**config.mk**
```make
export PLATFORM = sky130hd
export DESIGN_NAME = pwm_tick_gen
export DESIGN_NICKNAME = d
export VERILOG_FILES = /design/src/rtl/pwm_tick_gen.sv
export SDC_FILE = /design/constraint.sdc
export NUM_CORES = 1
export LEC_CHECK = 0
export ABC_CLOCK_PERIOD_IN_PS = 3450
export CORE_MARGIN = 8
export CORE_UTILIZATION = 50
export DETAILED_ROUTE_END_ITERATION = 7
export GPL_ROUTABILITY_DRIVEN = 0
export PLACE_DENSITY = 0.81
export RECOVER_POWER = 25
export SLEW_MARGIN = 20
export SYNTH_ARGS = -nofsm -noshare
export SYNTH_HDL_FRONTEND = slang
export SYNTH_SLANG_ARGS = --single-unit
export TNS_END_PERCENT = 5
```
**constraint.sdc**
```tcl
create_clock -name clk -period 3.45 [get_ports clk]
set_input_delay 1.035 -clock clk [delete_from_list [all_inputs] [get_ports clk]]
set_output_delay 1.035 -clock clk [all_outputs]
set_load 0.005 [all_outputs]
```
**src/rtl/pwm_tick_gen.sv**
```systemverilog
// pwm_tick_gen: edge-detects clk_div_in into step strobes driving a PWM counter with shadowed period/duty.
module pwm_tick_gen #(
  parameter int WIDTH = 8,
  parameter int unsigned DEFAULT_PERIOD = 255,
  parameter int unsigned DEFAULT_DUTY = 128
) (
  input  logic             clk,
  input  logic             reset,
  input  logic             clk_div_in,
  input  logic             cfg_valid,
  input  logic [WIDTH-1:0] cfg_period,
  input  logic [WIDTH-1:0] cfg_duty,
  output logic             cfg_ready,
  output logic             tick,
  output logic             period_start,
  output logic             pwm_out
);
  logic div_q, pending, step, wrap, load, accept;
  logic [WIDTH-1:0] cnt, period_act, duty_act, shadow_period, shadow_duty, cnt_next, duty_next;
  always_comb begin
    step = clk_div_in & ~div_q;
    wrap = cnt == period_act;
    cnt_next = wrap ? '0 : cnt + WIDTH'(1);
    load = step & wrap & pending;
    duty_next = load ? shadow_duty : duty_act;
    accept = cfg_valid & cfg_ready;
  end
  always_ff @(posedge clk)
    if (reset) begin
      div_q <= 1'b1;
      cnt <= '0;
      period_act <= WIDTH'(DEFAULT_PERIOD);
      duty_act <= WIDTH'(DEFAULT_DUTY);
      shadow_period <= '0;
      shadow_duty <= '0;
      pending <= 1'b0;
      cfg_ready <= 1'b1;
      tick <= 1'b0;
      period_start <= 1'b0;
      pwm_out <= 1'b0;
    end else begin
      div_q <= clk_div_in;
      tick <= step;
      period_start <= step & wrap;
      if (step) begin
        cnt <= cnt_next;
        pwm_out <= cnt_next < duty_next;
      end
      if (load) begin
        period_act <= shadow_period;
        duty_act <= shadow_duty;
      end
      if (accept) begin
        shadow_period <= cfg_period;
        shadow_duty <= cfg_duty;
      end
      pending <= accept | (pending & ~load);
      cfg_ready <= ~(accept | (pending & ~load));
    end
endmodule

```
# Word-level counts from Yosys, hierarchy flattened
# Index checks and enable logic that the tools add are counted.
# word_totals
reg_bits,46
out_inout_bits,4
word_cells,25
# op_classes
addsub,1
magnitude_cmp,1
eq_ne,1
n_mux,2
n_bitwise,9
# op_table
operator,count
$mux 8,2
$add 8x1->8 const B,1
$eq 8x8->1,1
$lt 8x8->1,1
$and 1x1->1,5
$not 1->1,3
$or 1x1->1,1

# Longest topological paths before layout
# Gate-level depths: netlist of run 1.
# logic_depth
ltp_word,8
ltp_mapped,12
ltp_nobuf,11

# Worst setup path before layout of run 1
# Ideal clock, no wire load.
# synth_timing
path_kind,input -> register
from,input port clk_div_in
to,register pwm_out
arrival_ns,3.082
required_time_ns,3.358
setup_slack_ns,0.275
cell_stages,9
path_buffers,0
path_cell_list,and2b_1 > nand2_1 > nor3_4 > mux2i_1 > ha_1 > a21o_1 > a2111oi_0 > nand3_1 > o32ai_1
# synth_between
elab_chain_cells,5
# synth_lines
element,line_no,rtl
from (decl),9,"input logic clk_div_in,"
$and 1x1->1 *,21,step = clk_div_in & ~div_q;
$and 1x1->1 (2 in series),24,load = step & wrap & pending;
$mux 8,--,
$lt 8x8->1,47,pwm_out <= cnt_next < duty_next;
to (signal assigned),47,
to (decl),16,output logic pwm_out
# Every way passes the cells marked *; elsewhere a longest branch is shown, timed or not.
# A chain may end at the register's enable or synchronous reset.

# Worst setup path after layout of run 1
# Same ends and word-level chain as after synthesis.

==> results.md, run 1 <==
* Initial drt markers at 146
* Fraction of layout instances using a drive strength above 1 at 9.27%
* Synth unique cells at 35
* Syn Nets at 261
* Largest family of logic cells by synthesized area: simple AND/OR/NAND/NOR gates
* # resized after CTS at 0
* Largest area contributor in the netlist: dfxtp_1
* GRT Total Usage at 14.9%
* Post-route cell area at 2480 µm²
* CTS tree: yes
* Setup Buffers After CTS at 0
* Slew HR at 47.0%
* Share of the synthesized area in the top cell type at 44.2%
* Vias in the first global route at 1634
* I/O Buffers at 23
* Crit-path max FO at 8
* Grt total ovfl at 0
* CTS H-tree depth at 2
* Worst-Skew Late Latency at 0.30 ns
* Worst R2R Setup Slack at 0.69 ns
* Die ar. at 6490 µm²
* CTS Buf Count at 5
* Critical Path AT at 3.49 ns
* Worst flop-to-flop path endpoint: pwm_out
* Maximum vdd drop at 0.000263 V
* Count leader, synth: nand2_1
* Area of the mapped netlist at 2080 µm²
* DR vias at 1681
* Mux cell area share after synthesis at 7.68%
* Row Count at 23
* Synth top area cells: dfxtp_1 44%, nand2_1 8.6%, mux2i_1 7.7%, a21oi_1 5.3%, ha_1 4.8%
* Yosys warning count at 0
* Main flop type after synthesis: dfxtp_1
* Post-synth ARST share at 0%
* ANT nets after route at 0
* FF-to-FF Start: cnt[0]
* Status: complete, no violations
* Die Span X at 80.6 µm
* Die height at 80.6 µm
* Max clock buf depth at 2
* WS Path Type: in -> reg
* CP Capture Type: flop
* Routed Wire Length at 4470 µm
* Hold-fix buffers, CTS at 0
* Nature of the critical path startpoint: input pin
* Worst Tran Pin Value at 0.795 ns
* Fin. Hold Viols at 0
* Slowest cell on crit path: clkdlybuf4s50_1
* Initial Utilization at 52.1%
* Drt pass-1 iters at 4
* # setup viols final at 0
* Core footprint at 4000 µm²
* Sequential cell area fraction in the yosys report at 44.2%
* CTS clk-pin slew, worst paths at 0.08 ns
* Post-synthesis compound-gate area fraction at 13.2%
* WP data required at 3.66 ns
* Synth Area in Simple Gates at 20.2%
* Commonest cells post-synth: 48 x nand2_1, 46 x dfxtp_1, 22 x a21oi_1
* Worst path top cell family by delay: buffers and inverters
* Core Util, Final at 61.9%
* Number of diodes at 0
* Critical path depth at 10
* DR vias/cell at 5.44
* Area after DPL at 2370 µm²
* # IOs at 24
* Reg2reg path depth at 9
* Crit path from: clk_div_in
* Slowest stage delay, CP at 0.47 ns
* Post-route worst setup slack at 0.167 ns
* Syn Inst Count at 233
* Initial antenna violation count at 0
* Final period util at 95.2%
* Worst path cell trace: clkdlybuf4s50_1, and2b_1, nand2_1, nor3_4, buf_4, mux2i_1, ha_1, a2111oi_2, nand3_1, o32ai_1
* Xor/xnor cell area share of the yosys netlist at 6.18%
* DRC at 0
* Max cap viols at 0
* Max-slew violations at 0
* First-pass GRT wire length at 7620 µm
* RSZ-0062 raised after global routing: no
* Crit path buf inv count at 2
* Hold Path Class: reg -> reg
* Post-synth EDFFs at 0
* Layout net count at 286
* Synth Area in Adders at 4.80%
* Tmin final at 3.28 ns
* Max Freq at 0.305 GHz
* Power Density at 398 nW/µm²
* Number of clock sinks at 46
* CP endpoint: pwm_out
* Worst Skew at 0.00525 ns
* Pleak at 0.937 nW
* CTS root buf: clkbuf_8
* Largest net degree at the start of global routing at 26
* Drt wl/cell at 14.5 µm
* DP HPWL at 3180 µm
* Area grow syn2layout at 18.8%
* Syn Area/Cell at 8.95 µm²
* Worst slack, placed at -0.242 ns
* Yosys reg bits at 46
* Fill count at 342
## logic make-up (layout without fill, tap and decap cells)
logic type               Yosys count  count (layout)
adder cells (fa/ha/maj)            8               8
buffers and inverters             15              41
AND/OR/NAND/NOR                   92              92
AO/OA/AOI/OAI                     43              43
multiplexers                      16              16
flip-flops                        46              46
XOR/XNOR                          13              13
## worst min-delay path by stage
stage | startpoint | endpoint | slack [ns] | depth (start not counted)
3_3_place_gp | shadow_period[2] | shadow_period[2] | 0.44 | 2
4_1_cts | shadow_period[5] | shadow_period[5] | 0.46 | 2
2_1_floorplan | shadow_duty[1] | shadow_duty[1] | 0.44 | 2
3_5_place_dp | shadow_period[5] | shadow_period[5] | 0.45 | 2
5_1_grt | shadow_duty[5] | shadow_duty[5] | 0.48 | 2
6_report | shadow_period[2] | shadow_period[2] | 0.46 | 2
## report_power, final
part           leakage, nW  total, mW  switching (mW)  internal (mW)
clock               0.0478      0.350           0.185          0.165
sequential           0.375      0.556         0.00988          0.546
combinational        0.515     0.0789          0.0398         0.0391
total                0.937      0.985           0.235          0.750
## through the flow
step | cells | hold slack (ns) | power, mW | TNS (ns)
global placement | 301 | 0.444 | 0.644 | -0.0292
floorplan | 233 | 0.436 | 0.606 | 0
CTS | 309 | 0.459 | 0.993 | 0
finish | 309 | 0.457 | 0.985 | 0
global route | 309 | 0.485 | 1.03 | 0
detailed placement | 301 | 0.447 | 0.646 | -0.242
## flip-flops by register name, indices dropped and copies added (netlist names)
name and count:
duty_act 8, period_start 1, pwm_out 1, tick 1
pending 1, cfg_ready 1, shadow_period 8, shadow_duty 8
cnt 8, period_act 8, div_q 1
## layout by cell type (no fill, tap or decap), drive strengths merged, types with 2 or more instances in the layout
master / netlist / final
a21oi: 22 / 22
nand3: 5 / 5
nand4: 3 / 3
a2111oi: 2 / 2
nor3b: 2 / 2
nor2: 18 / 18
dlygate4sd3: 0 / 2
nand2: 48 / 48
a21o: 5 / 5
and2: 2 / 2
buf: 4 / 8
nor4: 2 / 2
inv: 1 / 2
clkdlybuf4s50: 0 / 21
xnor2: 12 / 12
mux2i: 16 / 16
a32o: 6 / 6
or2: 3 / 3
dfxtp: 46 / 46
o21ai: 5 / 5
ha: 8 / 8
nor3: 3 / 3
and3: 3 / 3
clkbuf: 10 / 7
## worst reg2reg max path: cells and delay by family, from the launching register on
kind / cells / cell delay (ns)
multiplexers: 1 / 0.27
AND/OR/NAND/NOR: 3 / 0.60
buffers and inverters: 1 / 0.22
XOR/XNOR: 1 / 0.17
flip-flops: 1 / 0.48
adder cells (fa/ha/maj): 1 / 0.30
AO/OA/AOI/OAI: 2 / 0.63
## area by class of cell
class / instances / area, µm² / share of cell area [%]
Clock buffer: 6 / 82.6 / 3.34
Inverter: 1 / 3.75 / 0.152
Timing Repair Buffer: 32 / 298 / 12.0
Multi-Input combinational cell: 172 / 1090 / 44.1
Clock inverter: 2 / 16.3 / 0.657
Tap cell: 50 / 62.6 / 2.53
Sequential cell: 46 / 921 / 37.2
## per-layer routing
metal | vias to the layer above | track usage [%] | routed length (µm) | share of wire, %
met4 | 0 | 6.55 | 102 | 2.3
li1 | 849 | - | - | -
met5 | - | 0 | 0 | 0
met2 | 58 | 23.1 | 2050 | 46
met3 | 12 | 4.35 | 252 | 5.6
met1 | 762 | 18.7 | 2060 | 46
Power figures use the tool's default switching activity.
==> inputs of run 2 (changes only) <==
- CORE_UTILIZATION: 50 -> 40
- PLACE_DENSITY: 0.81 -> 0.69
- TNS_END_PERCENT: 5 -> 20
==> run 2 against run 1 <==
Effect of this change: clock-buffer cell count is the same; non-clock buffer count is the same; total power shrank 3.6%; sequential cell count is the same; clock power shrank 9.7%; clock skew grew 0.00085 ns; critical path depth is the same; maximum frequency grew 2.3%; worst hold slack lost 0.0032 ns; setup slack gained 0.074 ns.
==> results.md, run 2 (synthesized netlist as in run 1, its figures left out) <==
* Worst R2R Setup Slack at 0.81 ns
* Initial drt markers at 156
* FF-to-FF Start: cnt[2]
* Post-route worst setup slack at 0.241 ns
* Worst slack, placed at -0.136 ns
* Hold-fix buffers, CTS at 0
* Placed instance count at 321
* Status: complete, no violations
* WS Path Type: in -> reg
* Fraction of layout instances using a drive strength above 1 at 8.53%
* Reg2reg path depth at 9
* CTS H-tree depth at 2
* Routed Wire Length at 4510 µm
* DR vias at 1656
* # IOs at 24
* ANT nets after route at 0
* Core footprint at 5070 µm²
* Grt total ovfl at 0
* Worst Skew at 0.00610 ns
* Area grow syn2layout at 19.3%
* Number of clock sinks at 46
* Worst-Skew Late Latency at 0.30 ns
* Worst path cell trace: clkdlybuf4s50_1, and2b_1, nand2_1, nor3_4, mux2i_1, ha_1, a21o_1, a2111oi_2, nand3_1, o32ai_1
* Setup Buffers After CTS at 0
* Die height at 88.2 µm
* Final cell count without fillers at 328
* DR vias/cell at 5.05
* Max-slew violations at 0
* DP HPWL at 3230 µm
* CTS root buf: clkbuf_8
* Nature of the critical path startpoint: input pin
* WP data required at 3.66 ns
* Die Span X at 88.2 µm
* First-pass GRT wire length at 7610 µm
* Most frequent cells in the layout: 48 x nand2_1, 46 x dfxtp_1, 22 x a21oi_1
* Tmin final at 3.21 ns
* Critical Path AT at 3.42 ns
* Pleak at 0.928 nW
* Commonest non-fill, non-tap cell in the layout: nand2_1
* Vias in the first global route at 1585
* Max cap viols at 0
* Maximum vdd drop at 0.000239 V
* RSZ-0062 raised after global routing: no
* Layout net count at 286
* DRC at 0
* Worst path top cell family by delay: compound AO/OA/AOI/OAI gates
* Slew HR at 45.3%
* Initial antenna violation count at 0
* Fin. Hold Viols at 0
* Crit path buf inv count at 1
* # resized after CTS at 0
* Max clock buf depth at 2
* # setup viols final at 0
* Largest net degree at the start of global routing at 39
* Row Count at 26
* Final period util at 93.0%
* Setup TNS at 0 ns
* Drt pass-1 iters at 4
* CP Capture Type: flop
* Max Freq at 0.312 GHz
* Die ar. at 7780 µm²
* Worst Tran Pin Value at 0.821 ns
* Worst flop-to-flop path endpoint: pwm_out
* Drt wl/cell at 13.8 µm
* Power Density at 382 nW/µm²
* Hold EP: shadow_period[7]
* I/O Buffers at 23
* Crit-path max FO at 2
* Hold Path Class: reg -> reg
* CTS tree: yes
* Slowest stage delay, CP at 0.47 ns
* CTS clk-pin slew, worst paths at 0.09 ns
* Initial Utilization at 41.1%
* Slowest cell on crit path: clkdlybuf4s50_1
* CTS Buf Count at 5
* Number of diodes at 0
* HP Start: shadow_period[7]
* Hold Crit Depth at 2
* GRT Total Usage at 12.7%
## run 2: area by class of cell
type	count	area (µm²)
repair buffers	32	298
flip-flops and latches	46	921
multi-input cells	172	1100
well taps	70	87.6
fillers	503	2590
clock inverters	1	7.51
clock buffers	6	72.6
inverters	1	3.75
## run 2: worst max-delay path by stage
stage,endpoint,depth (start not counted),from,slack (ns)
2_1_floorplan,pwm_out,9,clk_div_in,0.28
3_3_place_gp,pwm_out,10,clk_div_in,-0.07
3_5_place_dp,pwm_out,10,clk_div_in,-0.14
4_1_cts,pwm_out,10,clk_div_in,0.14
5_1_grt,pwm_out,10,clk_div_in,0.02
6_report,pwm_out,10,clk_div_in,0.24
## run 2: worst register-to-register path, cell delays in order (launching register included)
cell,delay [ns]
dfxtp_1,0.50
xnor2_2,0.16
nand4_2,0.17
nor3_4,0.27
mux2i_1,0.26
ha_1,0.28
a21o_1,0.20
a2111oi_2,0.35
nand3_1,0.11
o32ai_1,0.27
## run 2: routing by layer
layer / up-vias / routed length [µm] / track usage [%]
met2: 27 / 2140 / 19.3
met3: 5 / 144 / 3.28
met1: 773 / 2150 / 16.3
met4: 0 / 68 / 5.53
li1: 851 / - / -
met5: - / 0 / 0
## run 2: power breakdown
group          internal, mW  leakage, nW  switching (mW)
sequential            0.546        0.375         0.00986
combinational        0.0384        0.516          0.0392
clock                 0.139       0.0373           0.177
total                 0.724        0.928           0.226
## run 2: metrics by stage
step	instance area (µm²)	hold WS, ns	power (mW)	utilization (%)
2_1_floorplan	2080	0.436	0.606	-
3_3_place_gp	2400	0.444	0.645	47.2
3_5_place_dp	2400	0.449	0.647	47.2
4_1_cts	2480	0.460	0.958	48.8
5_1_grt	2490	0.474	0.993	49.0
6_report	2490	0.454	0.949	49.0
==> inputs of run 3 (changes only) <==
- CTS_CLUSTER_SIZE: unset -> 25
- HOLD_SLACK_MARGIN: unset -> 0.02
==> results of run 3 <==
No change in the layout: final DEF, timing and power equal those of run 2.
